===== src/rtl/seg_pkg.sv =====
// Shared types and glyph table for the multiplexed seven-segment display.
// Glyphs are active-low: [6:0] = CG..CA, [7] = DP (kept off here).
package seg_pkg;

    typedef logic [7:0] seg_t;

    localparam seg_t SEG_OFF = 8'hFF;

    localparam seg_t SEG_HEX [16] = '{
        8'hC0, 8'hF9, 8'hA4, 8'hB0,
        8'h99, 8'h92, 8'h82, 8'hF8,
        8'h80, 8'h90, 8'h88, 8'h83,
        8'hC6, 8'hA1, 8'h86, 8'h8E
    };

endpackage


===== src/rtl/hex_to_seg.sv =====
// Combinational hex nibble to active-low segment pattern decode.
module hex_to_seg
    import seg_pkg::*;
(
    input  logic [3:0] nibble,
    output seg_t       seg
);

    assign seg = SEG_HEX[nibble];

endmodule


===== src/rtl/seg_scan_display.sv =====
// Round-robin hex display scanner with ghost blanking, per-digit mask/DP
// and leading-zero suppression; all pin outputs are registered.
module seg_scan_display
    import seg_pkg::*;
#(
    parameter int DIGITS      = 8,
    parameter int DATA_W      = 32,
    parameter int REFRESH_DIV = 100000,
    parameter int GHOST_CYC   = 4
) (
    input  logic              clk,
    input  logic              rst,
    input  logic [DATA_W-1:0] value,
    input  logic              value_valid,
    input  logic              hold,
    input  logic              lz_en,
    input  logic [DIGITS-1:0] blank_mask,
    input  logic [DIGITS-1:0] dp,
    output logic [DIGITS-1:0] AN,
    output logic [7:0]        CT,
    output logic [DATA_W-1:0] shown
);

    localparam int CNT_W = $clog2(REFRESH_DIV);
    localparam int IDX_W = (DIGITS > 1) ? $clog2(DIGITS) : 1;
    localparam int NIB_W = 4 * DIGITS;

    logic [DATA_W-1:0] shown_q, shown_d;
    logic [CNT_W-1:0]  cnt_q, cnt_d;
    logic [IDX_W-1:0]  idx_q, idx_d;
    logic [DIGITS-1:0] an_q, an_d;
    seg_t              ct_q, ct_d;

    logic [NIB_W-1:0]  padded;
    logic [3:0]        nib [DIGITS];
    logic [3:0]        cur_nib;
    logic [IDX_W-1:0]  msd;
    seg_t              glyph;
    logic              tick;
    logic              ghost;
    logic              suppress;

    // Nibbles above DATA_W read as zero.
    always_comb begin
        padded = '0;
        padded[DATA_W-1:0] = shown_q;
        for (int i = 0; i < DIGITS; i++) begin
            nib[i] = padded[4*i +: 4];
        end
    end

    // Highest non-zero nibble wins; an all-zero word leaves msd at 0.
    always_comb begin
        msd = '0;
        for (int i = 1; i < DIGITS; i++) begin
            if (nib[i] != 4'h0) begin
                msd = IDX_W'(i);
            end
        end
    end

    assign cur_nib  = nib[idx_q];
    assign suppress = lz_en && (idx_q > msd);
    assign tick     = (cnt_q == CNT_W'(REFRESH_DIV - 1));
    assign ghost    = (cnt_q < CNT_W'(GHOST_CYC));

    hex_to_seg u_hex (
        .nibble (cur_nib),
        .seg    (glyph)
    );

    always_comb begin
        shown_d = shown_q;
        if (value_valid && !hold) begin
            shown_d = value;
        end

        cnt_d = tick ? '0 : cnt_q + 1'b1;

        idx_d = idx_q;
        if (tick) begin
            idx_d = (idx_q == IDX_W'(DIGITS - 1)) ? '0 : idx_q + 1'b1;
        end
    end

    always_comb begin
        an_d = '1;
        ct_d = SEG_OFF;
        if (!ghost) begin
            an_d = ~(DIGITS'(1) << idx_q);
            if (blank_mask[idx_q]) begin
                ct_d = SEG_OFF;
            end else if (suppress) begin
                ct_d = {~dp[idx_q], 7'h7F};
            end else begin
                ct_d = {glyph[7] & ~dp[idx_q], glyph[6:0]};
            end
        end
    end

    always_ff @(posedge clk) begin
        if (rst) begin
            shown_q <= '0;
            cnt_q   <= '0;
            idx_q   <= '0;
            an_q    <= '1;
            ct_q    <= SEG_OFF;
        end else begin
            shown_q <= shown_d;
            cnt_q   <= cnt_d;
            idx_q   <= idx_d;
            an_q    <= an_d;
            ct_q    <= ct_d;
        end
    end

    assign AN    = an_q;
    assign CT    = ct_q;
    assign shown = shown_q;

endmodule


===== config.mk =====
export PLATFORM = sky130hd
export DESIGN_NAME = seg_scan_display
export DESIGN_NICKNAME = d
export VERILOG_FILES = /design/src/rtl/seg_pkg.sv /design/src/rtl/hex_to_seg.sv /design/src/rtl/seg_scan_display.sv
export SDC_FILE = /design/constraint.sdc
export NUM_CORES = 1
export LEC_CHECK = 0
export CAP_MARGIN = 20
export CORE_MARGIN = 1
export CORE_UTILIZATION = 49
export CTS_BUF_LIST = sky130_fd_sc_hd__clkbuf_2
export CTS_CLUSTER_DIAMETER = 100
export DETAILED_ROUTE_END_ITERATION = 10
export GPL_ROUTABILITY_DRIVEN = 1
export PLACE_DENSITY = 0.79
export SLEW_MARGIN = 25
export SYNTH_ARGS = -nofsm -noshare
export SYNTH_HDL_FRONTEND = slang
export SYNTH_HIERARCHICAL = 1
export SYNTH_SLANG_ARGS = --single-unit

===== constraint.sdc =====
create_clock -name clk -period 2.5 [get_ports clk]
set_input_delay 0.25 -clock clk [delete_from_list [all_inputs] [get_ports clk]]
set_output_delay 0.25 -clock clk [all_outputs]
set_load 0.01 [all_outputs]

# [After elaboration in Yosys (flattened, before gate mapping)]
# Memory sizes are Yosys's and may differ from the RTL's.
# Index checks and enable logic that the tools add are counted.
# Widths: inputs -> output; s select.
[totals] output_inout_bits=48 reg_bits=68 word_cells=54 n_memories=1 rom_bits=128 input_bits=53
[memory_table] name="(name not given)" depth=16 word_bits=8 read_ports=1 rd_ports_with_merged_regs=0 wr=0 line_no="hex_to_seg.sv:9" rtl="assign seg = SEG_HEX[nibble];"
[op_classes] n_mux=18 reduce_logical=14 bitwise_logic=5 shifts=1 addsub=2 eq_ne=2 order_cmp=5
[ops] cell="$reduce_bool 4->1" count=7
[ops] cell="$mux 8" count=3
[ops] cell="$mux 3" count=7
[ops] cell="$add 17x1->17 const B" count=1
[ops] cell="$eq 17x17->1 const B" count=1
[ops] cell="$lt 17x3->1 const B" count=1
[ops] cell="$bmux 4 s3" count=1
[ops] cell="$mux 4" count=2
[ops] cell="$not 8->8" count=1
[ops] cell="$shl 1x3->8 const A" count=1
[ops] cell="$bmux 1 s3" count=2
[ops] cell="$ge 5x5->1 const B" count=1
[ops] cell="$not 4->5" count=1
[ops] cell="$ge 4x4->1 const B" count=1
[ops] cell="$lt 3x4->1 const B" count=1
[ops] cell="$not 3->4" count=1
[ops] cell="$reduce_or 2->1" count=2
[ops] cell="$reduce_or 4->1" count=1
[ops] cell="$add 3x1->3 const B" count=1
[ops] cell="$eq 3x3->1 const B" count=1
[ops] cell="$gt 3x3->1" count=1
[ops] cell="$mux 1" count=3
[ops] cell="$reduce_or 3->1" count=1
[ops] cell="$logic_and 1x1->1" count=2
[ops] cell="other kinds (3)" count=3

# [Logic depth before layout (Yosys ltp)]
[depth] ltp_word=11 ltp_mapped=12

# [Cells and area by module]
# The synthesis kept the hierarchy.
[by_module_without_submodules] module="seg_scan_display" area_per_inst_um2=3098.0 instances=1 cells_per_inst=356
[by_module_without_submodules] module="hex_to_seg" area_per_inst_um2=259.0 instances=1 cells_per_inst=37

# [Least setup slack after synthesis]
# No wires, ideal clock.
[synth_path] path_kind="reg-to-reg" start="register idx_q[0]" end="register ct_q[3] (netlist: CT[3])" path_stages_with_launch=12 required_ns=2.385 slack_ns=0.217 period_less_slack_ns=2.283 setup_time_ns=0.115 t_arrival_ns=2.168 cell_sequence="dfxtp_1 > buf_4 > buf_6 > mux4_2 > nand2_1 > nand2_1 > ha_1 > or2_2 > a21oi_1 > a31oi_1 > a21oi_1 > nand2_1"
[synth_between] elab_chain_cells=8 word_cells_on_any_way=13 classes_between="order compare (1); mux (7); bitwise (2); reduce/logical (2); memory (1)"
[synth_rtl] element="from (decl)" line_no="seg_scan_display.sv:30" rtl="logic [IDX_W-1:0] idx_q, idx_d;"
[synth_rtl] element="from (signal assigned)" line_no="seg_scan_display.sv:111" rtl="idx_q <= idx_d;"
[synth_rtl] element="$not 3->4 (implied by the code)" line_no="seg_scan_display.sv:62" rtl="assign cur_nib = nib[idx_q];"
[synth_rtl] element="$bmux 4 s3" line_no="seg_scan_display.sv:62"
[synth_rtl] element="$mux 4 (implied by the code) (2 in a row)" line_no="seg_scan_display.sv:62"
[synth_rtl] element="net cur_nib[0]" line_no="seg_scan_display.sv:36" rtl="logic [3:0] cur_nib;"
[synth_rtl] element="$not 4->5 (implied by the code)" line_no="hex_to_seg.sv:9"
[synth_rtl] element="$mem_v2 16x8"
[synth_rtl] element="$mux 8 (implied by the code) (2 in a row)" line_no="hex_to_seg.sv:9"
[synth_rtl] element="net glyph[3]" line_no="seg_scan_display.sv:38" rtl="seg_t glyph;"
[synth_rtl] element="to (signal assigned)" line_no="seg_scan_display.sv:113" rtl="ct_q <= ct_d;"
[synth_rtl] element="to (decl)" line_no="seg_scan_display.sv:32" rtl="seg_t ct_q, ct_d;"
# The timed path passes the listed nets, and every way through them passes these cells. The select of a mux whose other input is x is not followed.
# A chain may end at the register's enable or synchronous reset.

# [Final worst setup path]
# Ends and elaborated chain as after synthesis.

==> results.py <==
metrics = {
    "outcome": {
        "outcome": "finished with violations",
        "violations": "DRC",
    },
    "critical_path": {
        "path_buf_inv": 0,
        "crit_path_frequent_cell": "nand2_1",
        "critPathArrivalTime_ps": 2640,
        "max_stage_delay_ps": 520,
        "critical-path-top-delay-family": "simple AND/OR/NAND/NOR gates",
        "cp-end-kind": "flop",
        "worstPathRequired_ps": 2880,
        "start_kind": "flop",
        "crit_fanout": 7,
        "path_class": "flop to flop",
        "crit_chain": "mux4_2, nand2_1, nand2_1, ha_1, or2_2, a21oi_1, a31oi_1, a21oi_1, nand2_1",
        "cp_slowest_cell": "mux4_2",
    },
    "detailed_routing": {
        "routed_wl_um": 8230,
        "drtIter0Drc": 199,
        "firstDrtPassIters": 10,
        "drc": 8,
        "vias": 3090,
        "vias_per_cell": 5.39,
        "avgRoutedWirePerCell_um": 14.4,
        "drtAntennaViolNets": 0,
    },
    "timing": {
        "drv_slew": 0,
        "slew_headroom_pct": 62.9,
        "finalSetupViolCount": 0,
        "setup_ws_ps": 235,
        "clock-skew-final_ps": 29.0,
        "post-route-period-util_pct": 90.6,
        "tns_ps": 0,
        "period_needed_ps": 2260,
        "fmax_mhz": 442,
        "hold_viol": 0,
        "rsz0062_at_grt": "no",
        "worst_pin_slew_ps": 553,
    },
    "grt": {
        "antenna_found_initial": 0,
        "grt_start_max_net_pins": 38,
        "grt_usage_pct": 23.3,
        "grt_pass1_vias": 2878,
        "grt_pass1_wl_um": 13200,
        "grt_remaining_overflow": 0,
    },
    "placement": {
        "portBuffers": 100,
        "dpl.hpwl_um": 6120,
        "place_ws_ps": 173,
        "dp.cells": 557,
        "gp_congestion": 0.878,
    },
    "logic_synthesis": {
        "yosysTopAreaCellShare_pct": 40.6,
        "syn-num-nets": 463,
        "async_reset_ff_share_pct": 0,
        "ys_seq_area_share_pct": 40.6,
        "synth_top_cells_by_area": "dfxtp_1 (41%), nand2_1 (12%), mux4_2 (8.1%)",
        "synth-seq-cells": 68,
        "postSynthAreaPerCell_um2": 8.54,
        "synth-edff-count": 0,
        "yosysTopAreaCell": "dfxtp_1",
        "synthFlopType": "dfxtp_1",
        "netlist_area_um2": 3360,
        "yosys_warnings": 6,
        "synth_cell_types": 45,
        "netlist_instances": 393,
    },
    "clock_network": {
        "cts_setup_buffers": 0,
        "clockBufferDepth": 2,
        "clock-sinks": 68,
        "cts_tree": "yes",
        "cts.clk_slew.worst_paths_ps": 190,
        "cts_buffers": 9,
        "cts-root-buf": "clkbuf_2",
        "htreeDepth": 3,
        "clock_latency_ps": 500,
        "cts_hold_buf": 0,
        "cts_resized": 0,
    },
    "layout": {
        "layout_common_cells": "nand2_1 (105), clkdlybuf4s50_1 (100), dfxtp_1 (67), a21oi_1 (45), nor2_1 (27)",
        "fin_util_pct": 69.6,
        "final_common_cell": "nand2_1",
        "syn_to_final_growth_pct": 34.6,
        "antenna_cells": 0,
        "drive_above_1_share_pct": 9.27,
        "fill_cells": 523,
        "finalNonFillerCells": 573,
        "final_nets": 561,
    },
    "floorplanning": {
        "core_um2": 6490,
        "die_w_um": 84.8,
        "dieArea_um2": 7190,
        "die_h_um": 84.8,
        "ios": 101,
        "initial_core_util_pct": 51.7,
        "num_rows": 29,
    },
    "power_and_ir_drop": {
        "power.density_nw_per_um2": 486,
        "total_power_uw": 2200,
        "swShare_pct": 25.5,
        "pwr-share-comb_pct": 15.1,
        "power.share.clock_pct": 32.5,
        "p_leak_uw": 0.00167,
        "ir_drop_mv": 0.254,
        "p_int_uw": 1640,
        "netSwitchingPower_uw": 560,
        "seqPwrFrac_pct": 52.4,
    },
    "hold_path": {
        "hold_path.class": "input pin to flop",
    },
    "job": {
        "cap_viol_max_count": 0,
    },
}
## routing by layer
metal / up-vias / track usage [%] / part of all wire [%]
met4: 0 / 7.24 / 1.3
met3: 9 / 6.10 / 6.3
li1: 1546 / - / -
met1: 1410 / 29.5 / 45
met2: 125 / 39.2 / 47
met5: - / 0 / 0
## path summary, 6_finish.rpt
| check | slack, ps | endpoint | cells after the start | startpoint |
|---|---|---|---|---|
| hold reg to reg | 500 | shown[2] | 2 | shown[2] |
| setup / recovery | 240 | CT[3] | 9 | idx_q[0] |
| setup reg to reg | 240 | CT[3] | 9 | idx_q[0] |
| hold / removal | 260 | shown[21] | 3 | value[21] |
## final cells by class
class	count	area, um^2	share of cell area (%)
multi-input combinational	292	1820	40.2
sequential	68	1360	30.1
timing repair buffer	110	1080	23.8
tap	77	96.3	2.13
clock inverter	5	76.3	1.69
clock buffer	11	55.1	1.22
inverter	10	37.5	0.831
## Yosys cell counts (all sizes together), types with 2 or more instances
| library cell | instances |
|---|---|
| ha | 17 |
| mux4 | 12 |
| o22ai | 2 |
| nor3 | 4 |
| nor2 | 27 |
| and4 | 3 |
| nand2 | 105 |
| and3 | 2 |
| nand2b | 2 |
| nand4 | 7 |
| o21ai | 12 |
| nor4 | 14 |
| buf | 12 |
| inv | 9 |
| nand3 | 6 |
| or4 | 2 |
| clkbuf | 10 |
| xnor2 | 14 |
| a21oi | 45 |
| a31oi | 2 |
| and2 | 2 |
| dfxtp | 68 |
## cells by family after synthesis
logic type | count (synthesis) | synth area share [%]
compound gates | 68 | 11.0
fa+ha+maj | 17 | 6.34
xor+xnor | 15 | 3.91
flops | 68 | 40.6
mux | 14 | 8.68
simple gates | 177 | 24.0
other cells | 1 | 0.112
buf+inv | 33 | 5.44
## worst min-delay path: stages
cell             delay [ps]
clkdlybuf4s50_1         390
nand2_1                  50
a21oi_1                  50
## state kept, by name, summed over array words and instances, names as in the netlist
signal	cells
AN	8
CT	8
cnt_q	17
idx_q	3
shown	32
## power by group through the flow
stage                     Clock [uW]  Combinational, uW  Sequential, uW
final                            714                333            1150
after global routing             773                367            1150
after CTS                        722                333            1150
after detailed placement           0                331            1170
after global placement             0                323            1170
after floorplan                    0                155            1170
## through the flow
step | instance area (um^2) | hold WS (ps)
after floorplan | 3360 | 383
after global placement | 4390 | 444
after detailed placement | 4390 | 478
after CTS | 4520 | 241
after global routing | 4520 | 232
final | 4520 | 265
Power figures use the tool's default switching activity.
